`config.mk`:
```
export PLATFORM = sky130hd
export DESIGN_NAME = mac_seq_ctrl_flat
export DESIGN_NICKNAME = d
export VERILOG_FILES = /design/src/rtl/mac_pkg.sv /design/src/rtl/mac_seq_ctrl_if.sv /design/src/rtl/mac_accum.sv /design/src/rtl/mac_seq_ctrl.sv /design/src/flat_wrapper.sv
export SDC_FILE = /design/constraint.sdc
export NUM_CORES = 1
export LEC_CHECK = 0
export CAP_MARGIN = 20
export CORE_AREA = 2 2 100 102
export DETAILED_ROUTE_END_ITERATION = 10
export DIE_AREA = 0 0 102 104
export PLACE_DENSITY_LB_ADDON = 0.12
export SETUP_SLACK_MARGIN = 0.5
export SLEW_MARGIN = 20
export SYNTH_ARGS = -nofsm -noshare
export SYNTH_HDL_FRONTEND = slang
export SYNTH_SLANG_ARGS = --single-unit
```
`constraint.sdc`:
```
create_clock -name CLK -period 9.34 [get_ports CLK]
set_input_delay 2.335 -clock CLK [delete_from_list [all_inputs] [get_ports CLK]]
set_output_delay 2.335 -clock CLK [all_outputs]
set_load 0.02 [all_outputs]
```
`src/rtl/mac_pkg.sv`:
```
// Shared definitions for the MAC sequencer: controller states, default
// widths and the elaboration-time width check.
package mac_pkg;

    typedef enum logic [1:0] {
        IDLE = 2'd0,
        ACC  = 2'd1,
        HOLD = 2'd2
    } mac_state_e;

    localparam int DEF_LEN_DATA_IN  = 8;
    localparam int DEF_LEN_WEIGHT   = 8;
    localparam int DEF_LEN_DATA_OUT = 18;
    localparam int DEF_LEN_CNT      = 8;

    // The accumulator must hold at least one full signed product.
    function automatic bit widths_ok(input int len_data_in, input int len_weight,
                                     input int len_data_out);
        return len_data_out >= (len_data_in + len_weight);
    endfunction

endpackage

```
`src/rtl/mac_seq_ctrl_if.sv`:
```
// Job, operand-stream and result-handshake signals of the MAC sequencer.
// The feeder/consumer side uses the master modport, the controller the slave.
interface mac_seq_ctrl_if #(
    parameter int LEN_DATA_IN  = 8,
    parameter int LEN_WEIGHT   = 8,
    parameter int LEN_DATA_OUT = 18,
    parameter int LEN_CNT      = 8
);
    logic                           START;
    logic [LEN_CNT-1:0]             VEC_LEN;
    logic                           BUSY;
    logic                           IN_VALID;
    logic                           IN_READY;
    logic signed [LEN_DATA_IN-1:0]  DATA_IN;
    logic signed [LEN_WEIGHT-1:0]   WEIGHT_INPUT;
    logic signed [LEN_DATA_OUT-1:0] RESULT;
    logic                           RESULT_VALID;
    logic                           RESULT_READY;
    logic                           OVERFLOW;

    modport master (
        output START, VEC_LEN, IN_VALID, DATA_IN, WEIGHT_INPUT, RESULT_READY,
        input  BUSY, IN_READY, RESULT, RESULT_VALID, OVERFLOW
    );

    modport slave (
        input  START, VEC_LEN, IN_VALID, DATA_IN, WEIGHT_INPUT, RESULT_READY,
        output BUSY, IN_READY, RESULT, RESULT_VALID, OVERFLOW
    );
endinterface

```
`src/rtl/mac_accum.sv`:
```
// Gated signed multiply-accumulate: clears on clr, adds one full product per
// enabled cycle, wraps modulo 2^LEN_DATA_OUT and keeps a sticky overflow flag.
module mac_accum
    import mac_pkg::*;
#(
    parameter int LEN_DATA_IN  = DEF_LEN_DATA_IN,
    parameter int LEN_WEIGHT   = DEF_LEN_WEIGHT,
    parameter int LEN_DATA_OUT = DEF_LEN_DATA_OUT
) (
    input  logic                           clk,
    input  logic                           srst,
    input  logic                           clr,
    input  logic                           en,
    input  logic signed [LEN_DATA_IN-1:0]  data_i,
    input  logic signed [LEN_WEIGHT-1:0]   weight_i,
    output logic signed [LEN_DATA_OUT-1:0] acc_o,
    output logic                           ovf_o
);
    localparam int LEN_PROD = LEN_DATA_IN + LEN_WEIGHT;

    logic signed [LEN_PROD-1:0]     prod;
    logic signed [LEN_DATA_OUT-1:0] prod_ext;
    logic signed [LEN_DATA_OUT-1:0] acc_q, acc_d;
    logic                           ovf_q, add_ovf;

    // Full-precision product, sign-extended sum and per-add overflow detect.
    always_comb begin
        prod     = LEN_PROD'(data_i) * LEN_PROD'(weight_i);
        prod_ext = LEN_DATA_OUT'(prod);
        acc_d    = acc_q + prod_ext;
        // Two same-sign addends giving a result of the other sign overflowed.
        add_ovf  = (acc_q[LEN_DATA_OUT-1] == prod_ext[LEN_DATA_OUT-1]) &&
                   (acc_d[LEN_DATA_OUT-1] != acc_q[LEN_DATA_OUT-1]);
    end

    // Accumulator and sticky flag only move on enabled beats.
    always_ff @(posedge clk) begin
        if (srst || clr) begin
            acc_q <= '0;
            ovf_q <= 1'b0;
        end else if (en) begin
            acc_q <= acc_d;
            ovf_q <= ovf_q | add_ovf;
        end
    end

    assign acc_o = acc_q;
    assign ovf_o = ovf_q;
endmodule

```
`src/rtl/mac_seq_ctrl.sv`:
```
// Job sequencer around the gated MAC: accepts VEC_LEN operand pairs,
// then holds the dot product on a valid/ready result handshake.
module mac_seq_ctrl
    import mac_pkg::*;
#(
    parameter int LEN_DATA_IN  = DEF_LEN_DATA_IN,
    parameter int LEN_WEIGHT   = DEF_LEN_WEIGHT,
    parameter int LEN_DATA_OUT = DEF_LEN_DATA_OUT,
    parameter int LEN_CNT      = DEF_LEN_CNT
) (
    input  logic          CLK,
    input  logic          SYNC_RST,
    mac_seq_ctrl_if.slave bus
);
    generate
        if (!widths_ok(LEN_DATA_IN, LEN_WEIGHT, LEN_DATA_OUT)) begin : g_width_err
            $error("mac_seq_ctrl: LEN_DATA_OUT must be >= LEN_DATA_IN + LEN_WEIGHT");
        end
    endgenerate

    mac_state_e         state_q;
    logic [LEN_CNT-1:0] cnt_q;
    logic [LEN_CNT-1:0] len_q;
    logic               in_ready_q;
    logic               result_valid_q;
    logic               busy_q;

    logic               beat;
    logic               last_beat;
    logic               acc_clr;

    // in_ready_q is high exactly in ACC, so a beat needs no state decode.
    assign beat      = bus.IN_VALID && in_ready_q;
    assign last_beat = beat && (cnt_q == (len_q - LEN_CNT'(1)));
    // Every accepted START (including zero-length jobs) starts from zero.
    assign acc_clr   = (state_q == IDLE) && bus.START;

    // Controller FSM with registered handshake outputs.
    always_ff @(posedge CLK) begin
        if (SYNC_RST) begin
            state_q        <= IDLE;
            cnt_q          <= '0;
            len_q          <= '0;
            in_ready_q     <= 1'b0;
            result_valid_q <= 1'b0;
            busy_q         <= 1'b0;
        end else begin
            case (state_q)
                IDLE: begin
                    if (bus.START) begin
                        cnt_q  <= '0;
                        busy_q <= 1'b1;
                        if (bus.VEC_LEN == '0) begin
                            state_q        <= HOLD;
                            result_valid_q <= 1'b1;
                        end else begin
                            len_q      <= bus.VEC_LEN;
                            state_q    <= ACC;
                            in_ready_q <= 1'b1;
                        end
                    end
                end
                ACC: begin
                    if (beat) begin
                        cnt_q <= cnt_q + LEN_CNT'(1);
                        if (last_beat) begin
                            state_q        <= HOLD;
                            in_ready_q     <= 1'b0;
                            result_valid_q <= 1'b1;
                        end
                    end
                end
                HOLD: begin
                    if (bus.RESULT_READY) begin
                        state_q        <= IDLE;
                        result_valid_q <= 1'b0;
                        busy_q         <= 1'b0;
                    end
                end
                default: begin
                    state_q        <= IDLE;
                    in_ready_q     <= 1'b0;
                    result_valid_q <= 1'b0;
                    busy_q         <= 1'b0;
                end
            endcase
        end
    end

    mac_accum #(
        .LEN_DATA_IN (LEN_DATA_IN),
        .LEN_WEIGHT  (LEN_WEIGHT),
        .LEN_DATA_OUT(LEN_DATA_OUT)
    ) u_accum (
        .clk     (CLK),
        .srst    (SYNC_RST),
        .clr     (acc_clr),
        .en      (beat),
        .data_i  (bus.DATA_IN),
        .weight_i(bus.WEIGHT_INPUT),
        .acc_o   (bus.RESULT),
        .ovf_o   (bus.OVERFLOW)
    );

    assign bus.IN_READY     = in_ready_q;
    assign bus.RESULT_VALID = result_valid_q;
    assign bus.BUSY         = busy_q;
endmodule

```
`src/flat_wrapper.sv`:
```
// flat-port wrapper written by rule: the top's interface ports become plain ports
module mac_seq_ctrl_flat import mac_pkg::*;
#(
    parameter int LEN_DATA_IN  = DEF_LEN_DATA_IN,
    parameter int LEN_WEIGHT   = DEF_LEN_WEIGHT,
    parameter int LEN_DATA_OUT = DEF_LEN_DATA_OUT,
    parameter int LEN_CNT      = DEF_LEN_CNT
)
  (CLK, SYNC_RST, bus_START, bus_VEC_LEN, bus_IN_VALID, bus_DATA_IN, bus_WEIGHT_INPUT, bus_RESULT_READY, bus_BUSY, bus_IN_READY, bus_RESULT, bus_RESULT_VALID, bus_OVERFLOW);
  mac_seq_ctrl_if #(.LEN_DATA_IN(LEN_DATA_IN), .LEN_WEIGHT(LEN_WEIGHT), .LEN_DATA_OUT(LEN_DATA_OUT), .LEN_CNT(LEN_CNT)) bus_i ();
  input  logic CLK;
  input  logic SYNC_RST;
  input wire logic [$bits(bus_i.START)-1:0] bus_START;
  input wire logic [$bits(bus_i.VEC_LEN)-1:0] bus_VEC_LEN;
  input wire logic [$bits(bus_i.IN_VALID)-1:0] bus_IN_VALID;
  input wire logic [$bits(bus_i.DATA_IN)-1:0] bus_DATA_IN;
  input wire logic [$bits(bus_i.WEIGHT_INPUT)-1:0] bus_WEIGHT_INPUT;
  input wire logic [$bits(bus_i.RESULT_READY)-1:0] bus_RESULT_READY;
  output wire logic [$bits(bus_i.BUSY)-1:0] bus_BUSY;
  output wire logic [$bits(bus_i.IN_READY)-1:0] bus_IN_READY;
  output wire logic [$bits(bus_i.RESULT)-1:0] bus_RESULT;
  output wire logic [$bits(bus_i.RESULT_VALID)-1:0] bus_RESULT_VALID;
  output wire logic [$bits(bus_i.OVERFLOW)-1:0] bus_OVERFLOW;
  assign bus_i.START = bus_START;
  assign bus_i.VEC_LEN = bus_VEC_LEN;
  assign bus_i.IN_VALID = bus_IN_VALID;
  assign bus_i.DATA_IN = bus_DATA_IN;
  assign bus_i.WEIGHT_INPUT = bus_WEIGHT_INPUT;
  assign bus_i.RESULT_READY = bus_RESULT_READY;
  assign bus_BUSY = bus_i.BUSY;
  assign bus_IN_READY = bus_i.IN_READY;
  assign bus_RESULT = bus_i.RESULT;
  assign bus_RESULT_VALID = bus_i.RESULT_VALID;
  assign bus_OVERFLOW = bus_i.OVERFLOW;
  mac_seq_ctrl #(.LEN_DATA_IN(LEN_DATA_IN), .LEN_WEIGHT(LEN_WEIGHT), .LEN_DATA_OUT(LEN_DATA_OUT), .LEN_CNT(LEN_CNT)) u_core (.CLK(CLK), .SYNC_RST(SYNC_RST), .bus(bus_i));
endmodule
```
# Yosys cells after proc, flatten, opt, wreduce, memory -nomap -nowiden
# Cells that the tools add are included.
word_totals:
  regBits: 40
  in_bits: 29
  out_inout_bits: 22
  word_cells: 63
op_classes:
  add_sub_neg: 3
  mul: 1
  eq_ne: 11
  mux: 22
  n_bitwise: 4
  reduce_logical: 14
op_table:
  columns: ["cell", "count"]
  rows:
  - ["$add 18x16->18", 1]
  - ["$mul 8x8->16", 1]
  - ["$mux 8", 2]
  - ["$pmux 8 s2", 1]
  - ["$mux 1", 10]
  - ["$mux 2", 5]
  - ["$reduce_and 5->1", 2]
  - ["$pmux 1 s3", 3]
  - ["$reduce_and 3->1", 3]
  - ["$add 8x1->8 const B", 1]
  - ["$eq 8x8->1", 1]
  - ["$logic_not 8->1", 1]
  - ["$ne 2x2->1 const B", 4]
  - ["$sub 8x1->8 const B", 1]
  - ["$pmux 2 s3", 1]
  - ["$logic_and 1x1->1", 4]
  - ["$ne 2x1->1 const B", 2]
  - ["$reduce_and 4->1", 1]
  - ["$not 1->1", 3]
  - ["$eq 2x1->1 const B", 1]
  - ["$eq 2x2->1 const B", 1]
  - ["$logic_not 2->1", 1]
  - ["$reduce_bool 2->1", 1]
  - ["$eq 1x1->1", 1]
  - ["3 further kinds", 3]

# Longest topological paths before layout
# Gate-level depths: netlist (run 1).
logic_depth:
  word_depth: 6
  mapped_depth: 25
  ltp_nobuf: 25

# By module
# Synthesis (run 1) repeated with hierarchy kept, for this count alone.
unflattened:
  cells_unflattened: 621
  area_unflattened_um2: 5271.3
by_module_without_submodules:
  columns: ["module", "instances", "cells_each", "area_per_inst_um2", "seq_area_each_um2"]
  rows:
  - ["mac_accum", 1, 475, 4051.4, 380.4]
  - ["mac_seq_ctrl", 1, 146, 1219.9, 420.4]

# Worst setup path after synthesis (run 1)
# Ideal clock, no wire load.
synth_timing:
  kind: "input to register"
  from: "input port bus_WEIGHT_INPUT[4]"
  to: "register u_core.u_accum.acc_q[17] (netlist: u_core.u_accum.acc_o[17])"
  setup_ps: 121
  arrival_ps: 7229
  required_time_ps: 9219
  path_slack_ps: 1990
  stages: 24
  path_buffers: 0
  cell_sequence: "and2_1 fa_1 inv_1 fa_1 inv_1 fa_1 inv_1 fa_1 inv_1 ha_1 a21oi_1 o21bai_1 a21oi_1 o21bai_1 a21oi_1 nand3b_1 nand3_1 ha_1 and4_1 o211ai_1 and4_1 a211oi_1 o21ai_1 mux2i_1"
synth_between:
  elab_chain_cells: 2
synth_rtl:
  columns: ["item", "line_no", "rtl"]
  rows:
  - ["from (decl)", "flat_wrapper.sv:17", "input wire logic [$bits(bus_i.WEIGHT_INPUT)-1:0] bus_WEIGHT_INPUT;"]
  - ["$mul 8x8->16", "mac_accum.sv:28", "prod = LEN_PROD'(data_i) * LEN_PROD'(weight_i);"]
  - ["$add 18x16->18", "mac_accum.sv:30", "acc_d = acc_q + prod_ext;"]
  - ["to (signal assigned)", "mac_accum.sv:39", "acc_q <= '0;"]
  - ["to (signal assigned)", "mac_accum.sv:42", "acc_q <= acc_d;"]
  - ["to (decl)", "mac_accum.sv:23", "logic signed [LEN_DATA_OUT-1:0] acc_q, acc_d;"]
# Every way passes these cells.
# A chain may end at the register's enable or synchronous reset.

# Worst setup path in the final report (run 1)
# Same ends and word-level chain as after synthesis.

==> metrics list, run 1 <==
- The flow ran to the end, and the final reports show no timing, DRC or antenna violations.
- Setup violations remaining at the end of the flow were counted as 0.
* Highest ir drop seen on vdd: 0.0001944 V
* Height of the chip: 104 um
- Initial cell density of the core: 0.5347
- After detailed placement, the total cell area comes to 5717 sq um.
* Setup repair after global routing missed its margin: no
- Summing every instance area after synthesis gives 5106 sq um.
- Category of the most critical setup path: input pin to register
* Largest stage delay on the critical path: 540 ps
- The synthesized design contains 0 enable-type register cells.
- Proportion of synthesized flip-flops having asynchronous set or reset: 0
* Count of buffer and inverter cells on the critical path: 5
- Port bufs: 50
- Entering global routing, the biggest net connects 23 pins.
- Setup slack closes at 1239 ps.
* Post-synth cell types: 53
- Routability-driven placement finished with a final weighted congestion of 0.8718.
* Share of post-route cells with drive strength above 1: 0.01674
- Critical path required time: 9520 ps
- Main synth FF type: sky130_fd_sc_hd__dfxtp_1
- The repair_antennas step left the layout with diodes totalling 0.
* Core area: 9549 sq um
* H-Tree Level Count: 2
- Number of routed nets with antenna violations: 0
- Worst rel slew slack: 0.4637
- Clock tree synthesis selected as its root buffer the cell sky130_fd_sc_hd__clkbuf_8.
- The synthesized design contains 40 register bits.
* Signal arrival time at the worst endpoint: 8280 ps
* Most common cell after layout, fill and taps aside: sky130_fd_sc_hd__inv_1
* DPL Wire Length: 8504 um
- Dominant cell type by area after synthesis: sky130_fd_sc_hd__fa_1
- TritonCTS clock tree: yes
- Static timing analysis puts the maximum clock frequency at 123.4 MHz.
- In this run the worst path has a maximum fanout of 8.
- Counting every net in the synthesized netlist gives 747.
* Wirelength per Cell: 12.92 um
- Share of Yosys cell area claimed by the top area cell type: 0.2196
- Slew @ Worst Pin: 804.5 ps
- Width of the chip: 102 um
- Path category of the worst min-delay check: register to register
* Final hold violations: 0
- Count of filler cells inserted in the layout: 874
- Commonest cells after routing, fill and taps aside: 97 x sky130_fd_sc_hd__inv_1, 56 x sky130_fd_sc_hd__fa_1, 52 x sky130_fd_sc_hd__nand2_1
* Detailed-route vias per instance: 5.218
- Crit path time final: 8101 ps
* Num ports: 51
- Ratio of final minimum period to clock period: 0.8674
- The kind of cell with the highest combined delay along the critical path is adder cells.
- For this run, the number of standard cells in the final layout without fillers is 790.
- Mapped Avg Cell Area: 8.330 sq um
- Once the clock tree was built, the resizer swapped 0 gates to a different size.
- Final count of pins violating max slew: 0
* Via count of the first global-routing pass: 3901
- Syn. warnings: 0
- Maximum buffer depth of the clock tree: 2
* Leakage dissipation: 2.698 nW
* Routed wire length: 10210 um
- Relative to the synthesized area, the layout overhead comes to 13.72%.
* Post-layout nets: 790
- The initial antenna violation count was 0.
* Number of cell rows: 36
* Post-Route Skew: 8.803 ps
- STA classifies the critical path startpoint as an input pin.
- Clock net sink count: 40
* Count of hold buffers inserted by post-cts repair: 0
* Power density cells: 268.9 nW/um^2
- Summing all multi-input logic gate instances after layout gives 3885 sq um.
* Critical Path End Type: register
- The later pin in the worst-skew pair is clocked with a latency of 300 ps.
- Final cell area excluding filler cells: 5807 sq um
- Cell total after placement: 782
- After the first detailed-routing iteration, the DRC count stood at 108.
- Post-route core utilization: 0.6081
- Setup fix buffers added after clock tree synthesis: 0
* Router iterations before antenna repair: 4
* Top post-synthesis cells by area: sky130_fd_sc_hd__fa_1 22%, sky130_fd_sc_hd__dfxtp_1 16%, sky130_fd_sc_hd__ha_1 12%
- Sequential cell area fraction in the yosys report: 0.1568
- In the global route stage, overall resource usage came out at 0.1978.
* Instance count of the mapped netlist: 613
* Worst path slowest cell: sky130_fd_sc_hd__clkdlybuf4s50_1
* First-pass GRT wire length: 17320 um
- The number of clock buffers added by TritonCTS is 5.
* Final setup TNS: 0 ps
- Setup slack at placement: 953.7 ps
* Vias: 4122
- Post-layout total power: 1.561 mW
- The total overflow left after global routing is 0.
- Worst Hold Margin: 462.2 ps
* Clock transition at the registers of the reported paths: 70 ps
* Max Cap Viol: 0
- Total area of sequential cells: 800.8 sq um
* DRC: 0
- Die footprint: 10610 sq um
[worst paths after layout]
check	from	end	slack [ps]	cells past startpoint
max reg2reg	u_core.u_accum.acc_o[0]$_SDFFE_PP0P_	u_core.u_accum.acc_o[14]$_SDFFE_PP0P_	6160	10
max	bus_WEIGHT_INPUT[4]	u_core.u_accum.acc_o[17]$_SDFFE_PP0P_	1240	25
min reg2reg	u_core.u_accum.ovf_o$_SDFFE_PP0P_	u_core.u_accum.ovf_o$_SDFFE_PP0P_	460	2
min	u_core.u_accum.ovf_o$_SDFFE_PP0P_	u_core.u_accum.ovf_o$_SDFFE_PP0P_	460	2
[registers in the layout, indices dropped and copies added (netlist names)]
name,count
u_core.u_accum.acc_o,18
u_core.bus.IN_READY,1
u_core.u_accum.ovf_o,1
u_core.bus.RESULT_VALID,1
u_core.bus.BUSY,1
u_core.len_q,8
u_core.cnt_q,8
u_core.state_q,2
[worst reg2reg max path, cell delays in order (launching register included)]
cell and delay (ps):
sky130_fd_sc_hd__dfxtp_1 340, sky130_fd_sc_hd__ha_1 230, sky130_fd_sc_hd__fa_1 410, sky130_fd_sc_hd__a21o_1 200, sky130_fd_sc_hd__a21o_1 210, sky130_fd_sc_hd__a2111oi_0 650, sky130_fd_sc_hd__o211ai_1 210, sky130_fd_sc_hd__and2_1 220
sky130_fd_sc_hd__a211oi_1 270, sky130_fd_sc_hd__xor2_1 230, sky130_fd_sc_hd__o21ai_1 100
[logic make-up after synthesis]
logic type	share of synthesized area
mux	0.02181
compound gates	0.1169
flops	0.1568
xor+xnor	0.07376
simple gates	0.2088
fa+ha+maj	0.3396
buf+inv	0.08233
[final cells by class]
class                           instances  area share
Timing Repair Buffer                   50     0.08619
Tap cell                              133     0.02866
Sequential cell                        40      0.1379
Inverter                               97     0.06270
Clock buffer                            8     0.01551
Multi-Input combinational cell        462      0.6690
[power breakdown]
| group | switching [mW] | total (mW) | internal (mW) |
|---|---|---|---|
| Combinational | 0.675 | 1.23 | 0.553 |
| Clock | 0.0615 | 0.122 | 0.0604 |
| Sequential | 0.0226 | 0.212 | 0.189 |
| Total | 0.759 | 1.56 | 0.802 |
[synth_stat cells (all sizes together) (2+ instances only)]
master / count
o21ai: 15
nor2: 46
nand3: 14
nor2b: 5
and2: 48
xor2: 13
fa: 56
inv: 97
xnor2: 30
a22oi: 2
a211oi: 7
ha: 49
mux2i: 10
o211a: 2
a21oi: 34
o211ai: 3
a221oi: 2
clkbuf: 10
a21o: 11
nand2b: 5
nor3b: 2
nor4: 7
nand4: 2
o21bai: 4
buf: 4
nor3: 11
or2: 2
nand3b: 3
a2111oi: 2
and3: 5
nand2: 52
and4: 3
a31oi: 2
dfxtp: 40
or3: 3
[routing by layer]
layer	wire [um]	vias up	track usage
li1	-	2089	-
met1	4842	1961	0.2852
met2	4893	67	0.3214
met3	440	5	0.02957
met4	30	0	0.02857
met5	0	-	0
Note: power is estimated with default switching activity, not from simulation.
==> run 2, diff against run 1 <==
- PLACE_DENSITY: unset -> 0.76
- PLACE_DENSITY_LB_ADDON: 0.12 -> unset
==> run 2 against run 1 <==
Against the previous run: die area is the same; wire length grew 5.7%; sequential share of layout area is essentially flat; utilization grew 0.18 points; power grew 2.5%.
==> metrics list, run 2 (same netlist as run 1, synthesis figures left out) <==
- STA classifies the critical path endpoint as a register.
- For this design the static power due to leakage is 2.708 nW.
- TritonCTS clock tree: yes
- Final hold violations: 0
- Reg2reg path depth: 10
- Cell total after placement: 782
- Ratio of final minimum period to clock period: 0.8690
- Insertion delay to the later sink of the worst-skew pair: 290 ps
- The initial utilization of the core area, before any placement, comes to 0.5347.
- The endpoint identified for the worst register-to-register timing path is u_core.u_accum.acc_o[14]$_SDFFE_PP0P_.
* Post-layout total power: 1.600 mW
* Port bufs: 50
* # diodes: 0
- Worst rel slew slack: 0.4413
- Once layout is complete, the cells apart from fillers number 790.
- Worst Hold Path Cells: 2
- Setup total negative slack on the finished layout was measured at 0 ps.
- The via count of the first global-routing pass is 4262.
- Height of the chip: 104 um
- Setup violations remaining at the end of the flow were counted as 0.
- Largest net degree at the start of global routing: 23
- Final count of pins violating max slew: 0
* CP Launch Type: input pin
- The detailed router finished its first iteration with 186 violations.
- Initial antenna violation count: 0
- Path category of the worst min-delay check: register to register
* Die footprint: 10610 sq um
- Width of the chip: 102 um
- Vias: 4238
- Router iterations before antenna repair: 4
* Share of post-route cells with drive strength above 1: 0.01826
* Setup repair after global routing missed its margin: no
* Worst reg2reg setup slack: 6120 ps
* Crit path time final: 8116 ps
- The library cell used most frequently in the layout, excluding fill and tap cells, is sky130_fd_sc_hd__inv_1.
* First-pass GRT wire length: 19110 um
* Wirelength per Cell: 13.65 um
* Maximum buffer depth of the clock tree: 2
- Post-Route Skew: 10.91 ps
* Number of instances resized during post-cts repair: 0
* Routability congestion estimate from global placement: 0.8927
- Clock net sink count: 40
* Slew @ Worst Pin: 836.0 ps
- IR analysis of the VDD net gives a maximum drop of 0.0001533 V.
* Number of cell rows: 36
- After detailed routing, the number of remaining DRC violations is 0.
- At the end of the flow, the number of nets in the layout was 790.
- Remaining global-route overflow: 0
- Clock transition at the registers of the reported paths: 80 ps
- Number of routed nets with antenna violations: 0
- Setup fix buffers added after clock tree synthesis: 0
- Timing would allow up to 123.2 MHz.
- DPL Wire Length: 8828 um
* Commonest cells after routing, fill and taps aside: 97 x sky130_fd_sc_hd__inv_1, 56 x sky130_fd_sc_hd__fa_1, 52 x sky130_fd_sc_hd__nand2_1
* Critical path required time: 9530 ps
* Combined global-route utilization of all metal layers: 0.2184
* Num ports: 51
- Count of hold buffers inserted by post-cts repair: 0
- Detailed-route vias per instance: 5.365
- Max Cap Viol: 0
- The tree is rooted in a sky130_fd_sc_hd__clkbuf_8.
- In this run, CTS created clock tree buffers numbering 5.
* H-Tree Level Count: 2
* Critical path peak fanout: 8
- Growth of design area from synthesis to finish: 14.07%
* Routed wire length: 10780 um
* Run status: finished, final reports clean
- In this run the power density over the cells is 274.7 nW/um^2.
* Endpoint of the worst hold path: u_core.u_accum.ovf_o$_SDFFE_PP0P_
- The worst hold path begins at u_core.u_accum.ovf_o$_SDFFE_PP0P_.
* Startpoint of the lowest-slack register-to-register path: u_core.u_accum.acc_o[0]$_SDFFE_PP0P_
- Signal arrival time at the worst endpoint: 8300 ps
* Post-route core utilization: 0.6099
* Core area: 9549 sq um
* Max reg flops: 18
* Category of the most critical setup path: input pin to register
run 2: cell count changes in the layout (fill, tap and decap cells not counted):
cell,delta
sky130_fd_sc_hd__clkbuf_1,-1
sky130_fd_sc_hd__clkbuf_8,-1
sky130_fd_sc_hd__clkinv_2,+1
sky130_fd_sc_hd__bufinv_16,+1
run 2: metrics by stage:
| stage | hold WS [ps] | cell area (sq um) | worst slack, ps |
|---|---|---|---|
| after CTS | 467.9 | 5824 | 1244 |
| final | 473.4 | 5824 | 1224 |
| after floorplan | 484.0 | 5106 | 1990 |
| after detailed placement | 447.2 | 5717 | 962.5 |
| after global placement | 444.3 | 5717 | 1155 |
| after global routing | 510.7 | 5824 | 798.0 |
run 2: worst max path at each step:
stage / startpoint / end / slack, ps / cells past startpoint
floorplan: bus_WEIGHT_INPUT[4] / u_core.u_accum.acc_o[17]$_SDFFE_PP0P_ / 1990 / 24
global placement: bus_DATA_IN[0] / u_core.u_accum.acc_o[17]$_SDFFE_PP0P_ / 1150 / 24
detailed placement: bus_WEIGHT_INPUT[4] / u_core.u_accum.acc_o[17]$_SDFFE_PP0P_ / 960 / 25
CTS: bus_WEIGHT_INPUT[4] / u_core.u_accum.acc_o[17]$_SDFFE_PP0P_ / 1240 / 25
global route: bus_WEIGHT_INPUT[4] / u_core.u_accum.acc_o[17]$_SDFFE_PP0P_ / 800 / 25
finish: bus_WEIGHT_INPUT[4] / u_core.u_accum.acc_o[17]$_SDFFE_PP0P_ / 1220 / 25
run 2: final cells by class:
cell class | instances | area, sq um
Multi-Input combinational cell | 462 | 3885
Timing Repair Buffer | 50 | 500.5
Clock buffer | 6 | 72.57
Tap cell | 133 | 166.4
Clock inverter | 2 | 35.03
Sequential cell | 40 | 800.8
Inverter | 97 | 364.1
Fill cell | 877 | 3725
run 2: power breakdown:
part	leakage, nW	internal, mW	switching (mW)
Sequential	0.325	0.189	0.0237
Clock	0.0552	0.0794	0.0615
Combinational	2.33	0.554	0.692
Total	2.71	0.823	0.777
run 2: per-layer routing:
layer | part of all wire | track usage | routed length [um]
met5 | 0 | 0 | 0
met4 | 0.012 | 0.05048 | 133
met3 | 0.039 | 0.03495 | 416
met2 | 0.49 | 0.3553 | 5281
met1 | 0.46 | 0.3043 | 4952
run 2: worst max-delay path: stages:
cell and delay (ps):
sky130_fd_sc_hd__clkdlybuf4s50_1 560, sky130_fd_sc_hd__and2_1 250, sky130_fd_sc_hd__fa_1 530, sky130_fd_sc_hd__inv_1 50, sky130_fd_sc_hd__fa_1 480, sky130_fd_sc_hd__inv_1 60
sky130_fd_sc_hd__fa_1 520, sky130_fd_sc_hd__inv_1 60, sky130_fd_sc_hd__fa_1 540, sky130_fd_sc_hd__inv_1 40, sky130_fd_sc_hd__ha_1 310, sky130_fd_sc_hd__a21oi_1 210
sky130_fd_sc_hd__o21bai_1 80, sky130_fd_sc_hd__a21oi_1 230, sky130_fd_sc_hd__o21bai_1 90, sky130_fd_sc_hd__a21oi_1 250, sky130_fd_sc_hd__nand3b_1 150, sky130_fd_sc_hd__nand3_1 110
sky130_fd_sc_hd__ha_1 350, sky130_fd_sc_hd__and4_1 200, sky130_fd_sc_hd__o211ai_1 110, sky130_fd_sc_hd__and4_1 200, sky130_fd_sc_hd__a211oi_1 290, sky130_fd_sc_hd__o21ai_1 140
sky130_fd_sc_hd__mux2i_1 160
==> run 3, diff against run 2 <==
- ABC_AREA: unset -> 1
- CORE_AREA: 2 2 100 102 -> 2 2 104 106
- DIE_AREA: 0 0 102 104 -> 0 0 106 108
==> run 3 against run 2 <==
Against the previous run: final area grew 6.9%; die area grew 7.9%; wire length grew 15%; power shrank 3.5%; synthesized cell count grew 33%; non-clock buffer count is the same; critical endpoint is now u_core.u_accum.ovf_o$_SDFFE_PP0P_; largest cell class unchanged; largest power group unchanged.
==> metrics list, run 3 <==
- Post-route core utilization: 0.6087
- Highest ir drop seen on vdd: 0.0001514 V
* Routability congestion estimate from global placement: 0.9268
- Setup violations remaining at the end of the flow were counted as 0.
* Cell total after placement: 984
- Max Cap Viol: 0
- Post-synth EDFFs: 0
- Share of post-route cells with drive strength above 1: 0.03509
- The region available for standard cell placement spans 10230 sq um.
- Clock net sink count: 40
- Worst rel slew slack: 0.4919
- Port bufs: 50
- Count of hold buffers inserted by post-cts repair: 0
- Critical path required time: 9520 ps
* Vias: 4957
- Data on the critical path arrives at its endpoint at 8240 ps.
* Max reg flops: 18
- Critical Path End Type: register
- From left edge to right edge, the die measures 106 um.
* Num ports: 51
- Setup slack at placement: 968.9 ps
* Router iterations before antenna repair: 5
- In this run the static leakage power is 3.548 nW.
- Height of the chip: 108 um
- Proportion of synthesized flip-flops having asynchronous set or reset: 0
- Setup fix buffers added after clock tree synthesis: 0
- The via count of the first global-routing pass is 5020.
- The worst hold path belongs to the class register to register.
- Crit path time final: 8066 ps
- Final cell area excluding filler cells: 6227 sq um
- Sequential cell area fraction in the yosys report: 0.1441
- Ratio of final minimum period to clock period: 0.8636
- Initial antenna violation count: 0
* DRC: 0
- Instance count of the mapped netlist: 818
- The most common cell in the synthesized netlist is sky130_fd_sc_hd__inv_1.
* # diodes: 0
- Slew @ Worst Pin: 761.4 ps
* CP Launch Type: input pin
- Initial cell density of the core: 0.5430
* Main synth FF type: sky130_fd_sc_hd__dfxtp_1
- By area the synthesized netlist is led by sky130_fd_sc_hd__fa_1 20%, sky130_fd_sc_hd__dfxtp_1 14%, sky130_fd_sc_hd__inv_1 14%.
- Initial DRC Count: 305
- The critical path is of the input pin to register type.
* Post-synth cell types: 40
* Placed Instance Area: 6146 sq um
- Counting instances in the post-synthesis netlist gives the leading cell types as 200 x sky130_fd_sc_hd__inv_1, 176 x sky130_fd_sc_hd__nand2_1, 68 x sky130_fd_sc_hd__nor2_1.
- Remaining global-route overflow: 0
* Dominant cell type by area after synthesis: sky130_fd_sc_hd__fa_1
* H-Tree Level Count: 2
* Flip-flop and latch count after synthesis: 40
- In this run the mean area of a mapped cell was 6.791 sq um.
- Highest Clock Rate: 124.0 MHz
- Clock transition at the registers of the reported paths: 80 ps
- The area growth from synthesis to layout is 12.09%.
* Largest net degree at the start of global routing: 24
- Dividing total power by cell area gives a power density of 247.8 nW/um^2.
- First-pass GRT wire length: 21620 um
- The design draws 1.543 mW.
- The hold violation count in the final report was 0.
- Wirelength per Cell: 12.47 um
- The clock reaches the later pin of the worst-skew pair after 300 ps.
- Cell mode on critical path: sky130_fd_sc_hd__nand2_1
- Setup repair after global routing missed its margin: no
* Combined area of all synthesized cells: 5555 sq um
* Final setup TNS: 0 ps
- Post-synthesis net count: 952
- CTS root buf: sky130_fd_sc_hd__clkbuf_8
* Detailed-route vias per instance: 5.002
- Run status: finished, final reports clean
* Largest stage delay on the critical path: 540 ps
- TritonCTS clock tree: yes
- The final layout contains routed wiring with a total length of 12350 um.
* Final count of pins violating max slew: 0
* Number of instances resized during post-cts repair: 0
- Post-Route Skew: 6.004 ps
- Detailed placement finished with a half-perimeter wire length of 10420 um.
- Commonest cells after routing, fill and taps aside: 200 x sky130_fd_sc_hd__inv_1, 176 x sky130_fd_sc_hd__nand2_1, 68 x sky130_fd_sc_hd__nor2_1
- Critical path peak fanout: 8
- Worst path slowest cell: sky130_fd_sc_hd__fa_1
- Syn. warnings: 0
- Leaving out fill and tap cells, the most frequent cell in the layout is sky130_fd_sc_hd__inv_1.
* Number of cell rows: 37
* Share of Yosys cell area claimed by the top area cell type: 0.2018
- Leaving out filler cells and counting taps, the final layout contains 991.
- Number of routed nets with antenna violations: 0
- The final layout contains 989 nets.
* Final WS setup: 1274 ps
- For this run, the total global-route usage over all layers was measured as 0.2311.
- Inserted Clock Buffers: 5
- Worst Hold Margin: 467.3 ps
- The die covers 11450 sq um.
- The clock passes through at most 2 buffers.
## run 3: cell count changes after synthesis, sizes merged, moves of 8 or more
cell	delta
mux2i	-10
xnor2	-20
nand3	+31
nand2	+125
and2	-48
a21oi	+15
nor2	+26
inv	+108
o21ai	+22
clkbuf	+8
## run 3: cell type report
class                           instances  area [sq um]
Sequential cell                        40         800.8
Tap cell                              136         170.2
Fill cell                             968          4004
Clock inverter                          2         12.51
Multi-Input combinational cell        551          3896
Timing Repair Buffer                   50         500.5
Clock buffer                            5         68.82
Inverter                              207         778.2
## run 3: routing by layer
layer  track usage  vias to the layer above  routed length [um]
met1        0.2781                     2267                5378
li1              -                     2545                   -
met5             0                        -                   0
met4       0.08083                        0                 374
met3       0.03195                       29                 443
met2        0.4240                      116                6157
## run 3: where the power goes
part	internal (mW)	switching, mW	total, mW
sequential	0.180	0.00819	0.188
combinational	0.471	0.772	1.24
clock	0.0506	0.0624	0.113
## run 3: critical path, delay by kind of cell
kind | cells | cell delay, ps
and+or+nand+nor | 12 | 1470
adders and majority gates | 6 | 2790
buffers and inverters | 5 | 800
AOI/OAI and AO/OA | 6 | 810
## run 3: cells by family after synthesis
kind of cell	after synthesis	share of synthesized area
buffers and inverters	227	0.1545
adders and majority gates	105	0.3122
DFF	40	0.1441
and+or+nand+nor	315	0.2432
AOI/OAI and AO/OA	103	0.1018
xor gates and xnor gates	28	0.04414
## run 3: path summary, 6_finish.rpt
| kind | slack (ps) | startpoint | cells past startpoint | endpoint |
|---|---|---|---|---|
| max | 1270 | bus_WEIGHT_INPUT[7] | 29 | u_core.u_accum.ovf_o$_SDFFE_PP0P_ |
| min | 470 | u_core.bus.RESULT_VALID$_SDFFE_PP0P_ | 2 | u_core.bus.RESULT_VALID$_SDFFE_PP0P_ |
| max reg2reg | 7160 | u_core.u_accum.acc_o[0]$_SDFFE_PP0P_ | 11 | u_core.u_accum.acc_o[12]$_SDFFE_PP0P_ |
| min reg2reg | 470 | u_core.bus.RESULT_VALID$_SDFFE_PP0P_ | 2 | u_core.bus.RESULT_VALID$_SDFFE_PP0P_ |
